### src/rtl/alu_controller_unit_pkg.sv
// Shared encodings for the ALU control path: instruction classes, R-type function codes, ALU op selects.
// Latency: n/a (constants and types only).
// Backpressure: n/a.
package alu_ctrl_pkg;

    // Instruction class driven by the main controller.
    localparam logic [1:0] MTYPE = 2'b00;  // lw/sw: address calculation
    localparam logic [1:0] BTYPE = 2'b01;  // beq/bne: compare by subtraction
    localparam logic [1:0] RTYPE = 2'b10;  // R-type, plus addi/andi via substituted func
    localparam logic [1:0] JTYPE = 2'b11;  // jumps: ALU result is unused

    // R-type function field values understood by the decoder.
    localparam logic [5:0] FUNC_ADD  = 6'b100000;
    localparam logic [5:0] FUNC_SUB  = 6'b100010;
    localparam logic [5:0] FUNC_AND  = 6'b100100;
    localparam logic [5:0] FUNC_OR   = 6'b100101;
    localparam logic [5:0] FUNC_XOR  = 6'b100110;
    localparam logic [5:0] FUNC_NOR  = 6'b100111;
    localparam logic [5:0] FUNC_SLT  = 6'b101010;
    localparam logic [5:0] FUNC_SLTU = 6'b101011;

    // Operation select presented to the ALU.
    typedef enum logic [2:0] {
        OP_AND  = 3'b000,
        OP_OR   = 3'b001,
        OP_ADD  = 3'b010,
        OP_XOR  = 3'b011,
        OP_NOR  = 3'b100,
        OP_SLTU = 3'b101,
        OP_SUB  = 3'b110,
        OP_SLT  = 3'b111
    } alu_sel_t;

    // Value held by the output register while in reset.
    localparam alu_sel_t RESET_OP = OP_ADD;

endpackage : alu_ctrl_pkg

### src/rtl/alu_controller_unit_if.sv
// Bundle between the main controller side and the ALU control unit: class/func in, op select/illegal out.
// Latency: n/a (wires only).
// Backpressure: none; the consumer samples every cycle.
interface alu_controller_unit_if;
    import alu_ctrl_pkg::*;

    logic [1:0] alu_op;         // instruction class
    logic [5:0] func;           // R-type function field
    alu_sel_t   alu_operation;  // registered ALU op select
    logic       illegal;        // registered unsupported-func flag

    // Driver of the decode request (main controller / testbench).
    modport master (
        output alu_op,
        output func,
        input  alu_operation,
        input  illegal
    );

    // The ALU control unit itself.
    modport slave (
        input  alu_op,
        input  func,
        output alu_operation,
        output illegal
    );

endinterface : alu_controller_unit_if

### src/rtl/alu_controller_unit_func_decode.sv
// Combinational R-type function decoder: func -> {ALU op select, illegal}; ALU_CTRL_EXT_OPS_EN adds XOR/NOR/SLTU.
// Latency: 0 cycles (pure combinational).
// Backpressure: none.
module alu_func_decode
    import alu_ctrl_pkg::*;
(
    input  logic [5:0] func_i,
    output alu_sel_t   op_o,
    output logic       illegal_o
);

    // Map each supported function code to its op; anything else falls back to ADD and is flagged.
    always_comb begin
        op_o      = OP_ADD;
        illegal_o = 1'b0;
        case (func_i)
            FUNC_ADD: op_o = OP_ADD;
            FUNC_SUB: op_o = OP_SUB;
            FUNC_AND: op_o = OP_AND;
            FUNC_OR:  op_o = OP_OR;
            FUNC_SLT: op_o = OP_SLT;
`ifdef ALU_CTRL_EXT_OPS_EN
            FUNC_XOR:  op_o = OP_XOR;
            FUNC_NOR:  op_o = OP_NOR;
            FUNC_SLTU: op_o = OP_SLTU;
`else
            // Extended codes are recognised by name but unsupported in this build.
            FUNC_XOR, FUNC_NOR, FUNC_SLTU: begin
                op_o      = OP_ADD;
                illegal_o = 1'b1;
            end
`endif
            default: begin
                op_o      = OP_ADD;
                illegal_o = 1'b1;
            end
        endcase
    end

endmodule : alu_func_decode

### src/rtl/alu_controller_unit.sv
// Second-level MIPS ALU decoder: alu_op class + func -> registered 3-bit ALU op and illegal flag (ALU_CTRL_EXT_OPS_EN enables XOR/NOR/SLTU).
// Latency: 1 cycle; inputs sampled at edge N are visible on the outputs after edge N.
// Backpressure: none; accepts a new decode every cycle, no stall input. Synchronous active-low reset forces ADD/0.
module alu_controller_unit
    import alu_ctrl_pkg::*;
(
    input  logic                        clk,
    input  logic                        rst,
    alu_controller_unit_if.slave        bus
);

    alu_sel_t dec_op;
    logic     dec_illegal;

    alu_sel_t op_d;
    alu_sel_t op_q;
    logic     illegal_d;
    logic     illegal_q;

    alu_func_decode u_func_decode (
        .func_i    (bus.func),
        .op_o      (dec_op),
        .illegal_o (dec_illegal)
    );

    // Class mux: only R-type consults func; every other class has a fixed op and is never illegal.
    always_comb begin
        op_d      = OP_ADD;
        illegal_d = 1'b0;
        case (bus.alu_op)
            MTYPE: op_d = OP_ADD;
            BTYPE: op_d = OP_SUB;
            RTYPE: begin
                op_d      = dec_op;
                illegal_d = dec_illegal;
            end
            JTYPE: op_d = OP_ADD;
            default: begin
                op_d      = OP_ADD;
                illegal_d = 1'b0;
            end
        endcase
    end

    // Single output register stage; reset wins over any input and drops the pending decode.
    always_ff @(posedge clk) begin
        if (!rst) begin
            op_q      <= RESET_OP;
            illegal_q <= 1'b0;
        end else begin
            op_q      <= op_d;
            illegal_q <= illegal_d;
        end
    end

    assign bus.alu_operation = op_q;
    assign bus.illegal       = illegal_q;

endmodule : alu_controller_unit

### src/flat_wrapper.sv
// flat-port wrapper written by rule: the top's interface ports become plain ports
module alu_controller_unit_flat import alu_ctrl_pkg::*;
  (clk, rst, bus_alu_op, bus_func, bus_alu_operation, bus_illegal);
  alu_controller_unit_if bus_i ();
  input  logic clk;
  input  logic rst;
  input wire logic [$bits(bus_i.alu_op)-1:0] bus_alu_op;
  input wire logic [$bits(bus_i.func)-1:0] bus_func;
  output wire logic [$bits(bus_i.alu_operation)-1:0] bus_alu_operation;
  output wire logic [$bits(bus_i.illegal)-1:0] bus_illegal;
  assign bus_i.alu_op = bus_alu_op;
  assign bus_i.func = bus_func;
  assign bus_alu_operation = bus_i.alu_operation;
  assign bus_illegal = bus_i.illegal;
  alu_controller_unit u_core (.clk(clk), .rst(rst), .bus(bus_i));
endmodule
### config.mk
export PLATFORM = sky130hd
export DESIGN_NAME = alu_controller_unit_flat
export DESIGN_NICKNAME = d
export VERILOG_FILES = /design/src/rtl/alu_controller_unit_pkg.sv /design/src/rtl/alu_controller_unit_if.sv /design/src/rtl/alu_controller_unit_func_decode.sv /design/src/rtl/alu_controller_unit.sv /design/src/flat_wrapper.sv
export SDC_FILE = /design/constraint.sdc
export NUM_CORES = 1
export LEC_CHECK = 0
export ABC_AREA = 1
export CAP_MARGIN = 20
export CORE_AREA = 5 5 42 44
export CTS_CLUSTER_DIAMETER = 100
export DETAILED_ROUTE_END_ITERATION = 10
export DIE_AREA = 0 0 47 49
export DONT_BUFFER_PORTS = 1
export GPL_ROUTABILITY_DRIVEN = 0
export PLACE_DENSITY = 0.3
export SETUP_SLACK_MARGIN = 0.3
export SLEW_MARGIN = 20
export SYNTH_ARGS = -nofsm -noshare
export SYNTH_HDL_FRONTEND = slang
export SYNTH_SLANG_ARGS = --single-unit
### constraint.sdc
create_clock -name clk -period 1.6 [get_ports clk]
set_input_delay 0.48 -clock clk [delete_from_list [all_inputs] [get_ports clk]]
set_output_delay 0.48 -clock clk [all_outputs]
set_load 0.05 [all_outputs]
==> run_results.csv <==
group,metric,value,unit
finish,num_antenna_cells,0,
synthesis,synthesis.instances,35,
setup_path,setup.worst_path.class,"flop to primary output",
sta,rsz0062_at_grt,"false",
setup_path,critical_path_rt,1.12,ns
sta,final-setup-viol-count,0,
grt,global_route.usage.total,5.06,%
synthesis,synthDistinctLibCells,13,
clock_network,cts_buffer_depth,2,
detailed_routing,first_pass_iters,4,
die,die_outline_area,2300,um^2
synthesis,synth.top_cells.by_area,"sky130_fd_sc_hd__dfxtp_1 (33%), sky130_fd_sc_hd__nand3_1 (12%), sky130_fd_sc_hd__nor2_1 (11%)",
pwr,leakagePower,0.133,nW
finish,final_nets,52,
run_status,outcome,"finished clean",
synthesis,synth-seq-area-share,33.0,%
finish,post_route_core_utilization,20.7,%
synthesis,synthesis.nets,47,
grt,largest_net_degree_at_the_start_of_global_routing,6,
clock_network,count_of_buffers_added_by_post_cts_timing_repair_for_setup,0,
finish,final_cell_area,290,um^2
job,cap_violations,0,
sta,max_slew.worst_pin.slew,0.259,ns
detailed_routing,drt_first_iter_violations,9,
sta,fmax,845,MHz
die,rows,14,
sta,min_period,1.18,ns
grt,global_route.overflow_total,0,
setup_path,critical_path_peak_fanout,1,
finish,post_route_cells_drive_above_1_share,28.9,%
place,place.port_buffers,0,
clock_network,clkSlewWorstSetupHoldPaths,0.04,ns
hold_path,holdCritPathClass,"input pin to flop",
pwr,power.ir.vdd_worst,0.136,mV
clock_network,root_buffer,"sky130_fd_sc_hd__clkbuf_4",
detailed_routing,detail_route.wirelength,530,um
clock_network,clock_sinks,4,
sta,timing.final.max_slew_violations,0,
sta,slew_headroom,82.8,%
grt,grt_antenna_before_repair,0,
clock_network,cts_tree,"yes",
setup_path,crit_arrival,0.70,ns
detailed_routing,detail_route.vias_per_cell,3.93,
detailed_routing,avgRoutedWirePerCell,9.81,um
die,chipHeight,49,um
grt,first_global_vias,244,
synthesis,yosys_register_bits,4,
hold_path,hold_path_startpoint,"rst",
finish,area.growth.synth_to_final,19.6,%
die,die_w,47,um
die,fp.coreArea,1400,um^2
sta,setup-tns-final,0,ns
hold_path,hold-path-cell-count,1,
setup_path,setup.worst_path.start_class,"flop",
place,placed_cell_area,263,um^2
detailed_routing,num_vias,212,
synthesis,ys_warn_count,0,
synthesis,cell_area_after_synthesis,243,um^2
detailed_routing,detail-route-antenna-nets,0,
setup_path,end_kind,"primary output",
clock_network,h-tree-depth,1,
synthesis,synth_top_cell_by_area,"sky130_fd_sc_hd__dfxtp_1",
clock_network,tritoncts.num_buffers,3,
die,num_io_pins,14,
hold_path,hold-path-endpoint,"u_core.bus.alu_operation[1]$_SDFF_PN1_",
die,floorplan.initialDensity,17.3,%
detailed_routing,drc,0,
pwr,power_density,948,nW/um^2
grt,grt_pass1_wl,834,um
sta,post-route-period-util,74.0,%
sta,finalHoldViolations,0,
synthesis,syn-mean-instance-area,6.94,um^2
synthesis,synthDominantCellAreaShare,33.0,%
where the power goes:
| group | internal, W | switching (W) |
|---|---|---|
| registers | 0.000106 | 0.0000189 |
| clock network | 0.0000838 | 0.0000390 |
| logic | 0.0000119 | 0.0000154 |
registers in the layout, indices dropped and copies added, names as in the netlist:
name,count
u_core.bus.illegal,1
u_core.bus.alu_operation,3
synth_stat cells:
cell type / count
sky130_fd_sc_hd__a21oi_2: 1
sky130_fd_sc_hd__nor2_4: 1
sky130_fd_sc_hd__o21ai_0: 1
sky130_fd_sc_hd__a21oi_1: 1
sky130_fd_sc_hd__dfxtp_1: 4
sky130_fd_sc_hd__nand3_1: 6
sky130_fd_sc_hd__nand3b_1: 1
sky130_fd_sc_hd__inv_1: 6
sky130_fd_sc_hd__nor2_2: 1
sky130_fd_sc_hd__nand2_1: 3
sky130_fd_sc_hd__inv_2: 1
sky130_fd_sc_hd__nor2_1: 7
sky130_fd_sc_hd__ha_1: 2
how the worst max path moves through the flow:
stage,from,endpoint,slack [ns],cells past startpoint
final,u_core.bus.alu_operation[2]$_SDFF_PN0_,bus_alu_operation[2],0.42,0
after global routing,u_core.bus.alu_operation[1]$_SDFF_PN1_,bus_alu_operation[1],0.40,0
after CTS,u_core.bus.alu_operation[2]$_SDFF_PN0_,bus_alu_operation[2],0.40,0
after detailed placement,bus_alu_op[0],u_core.bus.alu_operation[2]$_SDFF_PN0_,0.48,5
after global placement,bus_alu_op[0],u_core.bus.alu_operation[2]$_SDFF_PN0_,0.46,5
after floorplan,bus_alu_op[0],u_core.bus.alu_operation[2]$_SDFF_PN0_,0.50,5
cells by family (layout without fill, tap and decap cells):
logic type | after synthesis | after routing | share of synthesized area [%]
simple gates | 19 | 19 | 38.1
buf+inv | 7 | 10 | 10.8
flops | 4 | 4 | 33.0
compound gates | 3 | 3 | 7.73
fa+ha+maj | 2 | 2 | 10.3
what timing repair did:
item                       in CTS  in global routing
setup endpoints to repair       4                  0
hold buffers                    0                  0
resized for setup               4                  0
layout by cell type (no fill, tap or decap):
master / n
sky130_fd_sc_hd__nor2_1: 7
sky130_fd_sc_hd__inv_1: 6
sky130_fd_sc_hd__nand3_1: 6
sky130_fd_sc_hd__dfxtp_2: 4
sky130_fd_sc_hd__nand2_1: 3
sky130_fd_sc_hd__clkbuf_4: 3
sky130_fd_sc_hd__ha_1: 2
sky130_fd_sc_hd__nor2_2: 1
sky130_fd_sc_hd__nor2_4: 1
sky130_fd_sc_hd__inv_2: 1
sky130_fd_sc_hd__nand3b_1: 1
sky130_fd_sc_hd__a21oi_2: 1
sky130_fd_sc_hd__o21ai_0: 1
sky130_fd_sc_hd__a21oi_1: 1
layer usage:
metal	GRT usage, %	vias up	wire, um
li1	-	115	-
met5	0	-	0
met1	4.81	89	189
met2	7.69	8	286
met4	5.53	0	0
met3	1.48	0	54
final cells by class:
class,count,area [um^2]
well taps,16,20.0
inverters,7,26.3
fillers,168,1110
multi-input cells,24,136
clock buffers,3,22.5
flip-flops and latches,4,85.1
stage by stage:
step                      worst slack (ns)  total power [W]  hold slack, ns  std cells
final                                0.417         0.000275           0.347         54
after global routing                 0.405         0.000287           0.348         54
after CTS                            0.405         0.000282           0.339         54
after detailed placement             0.476         0.000154           0.585         51
after global placement               0.457         0.000153           0.579         51
after floorplan                      0.505         0.000149           0.564         35
Note: power is estimated with default switching activity, not from simulation.
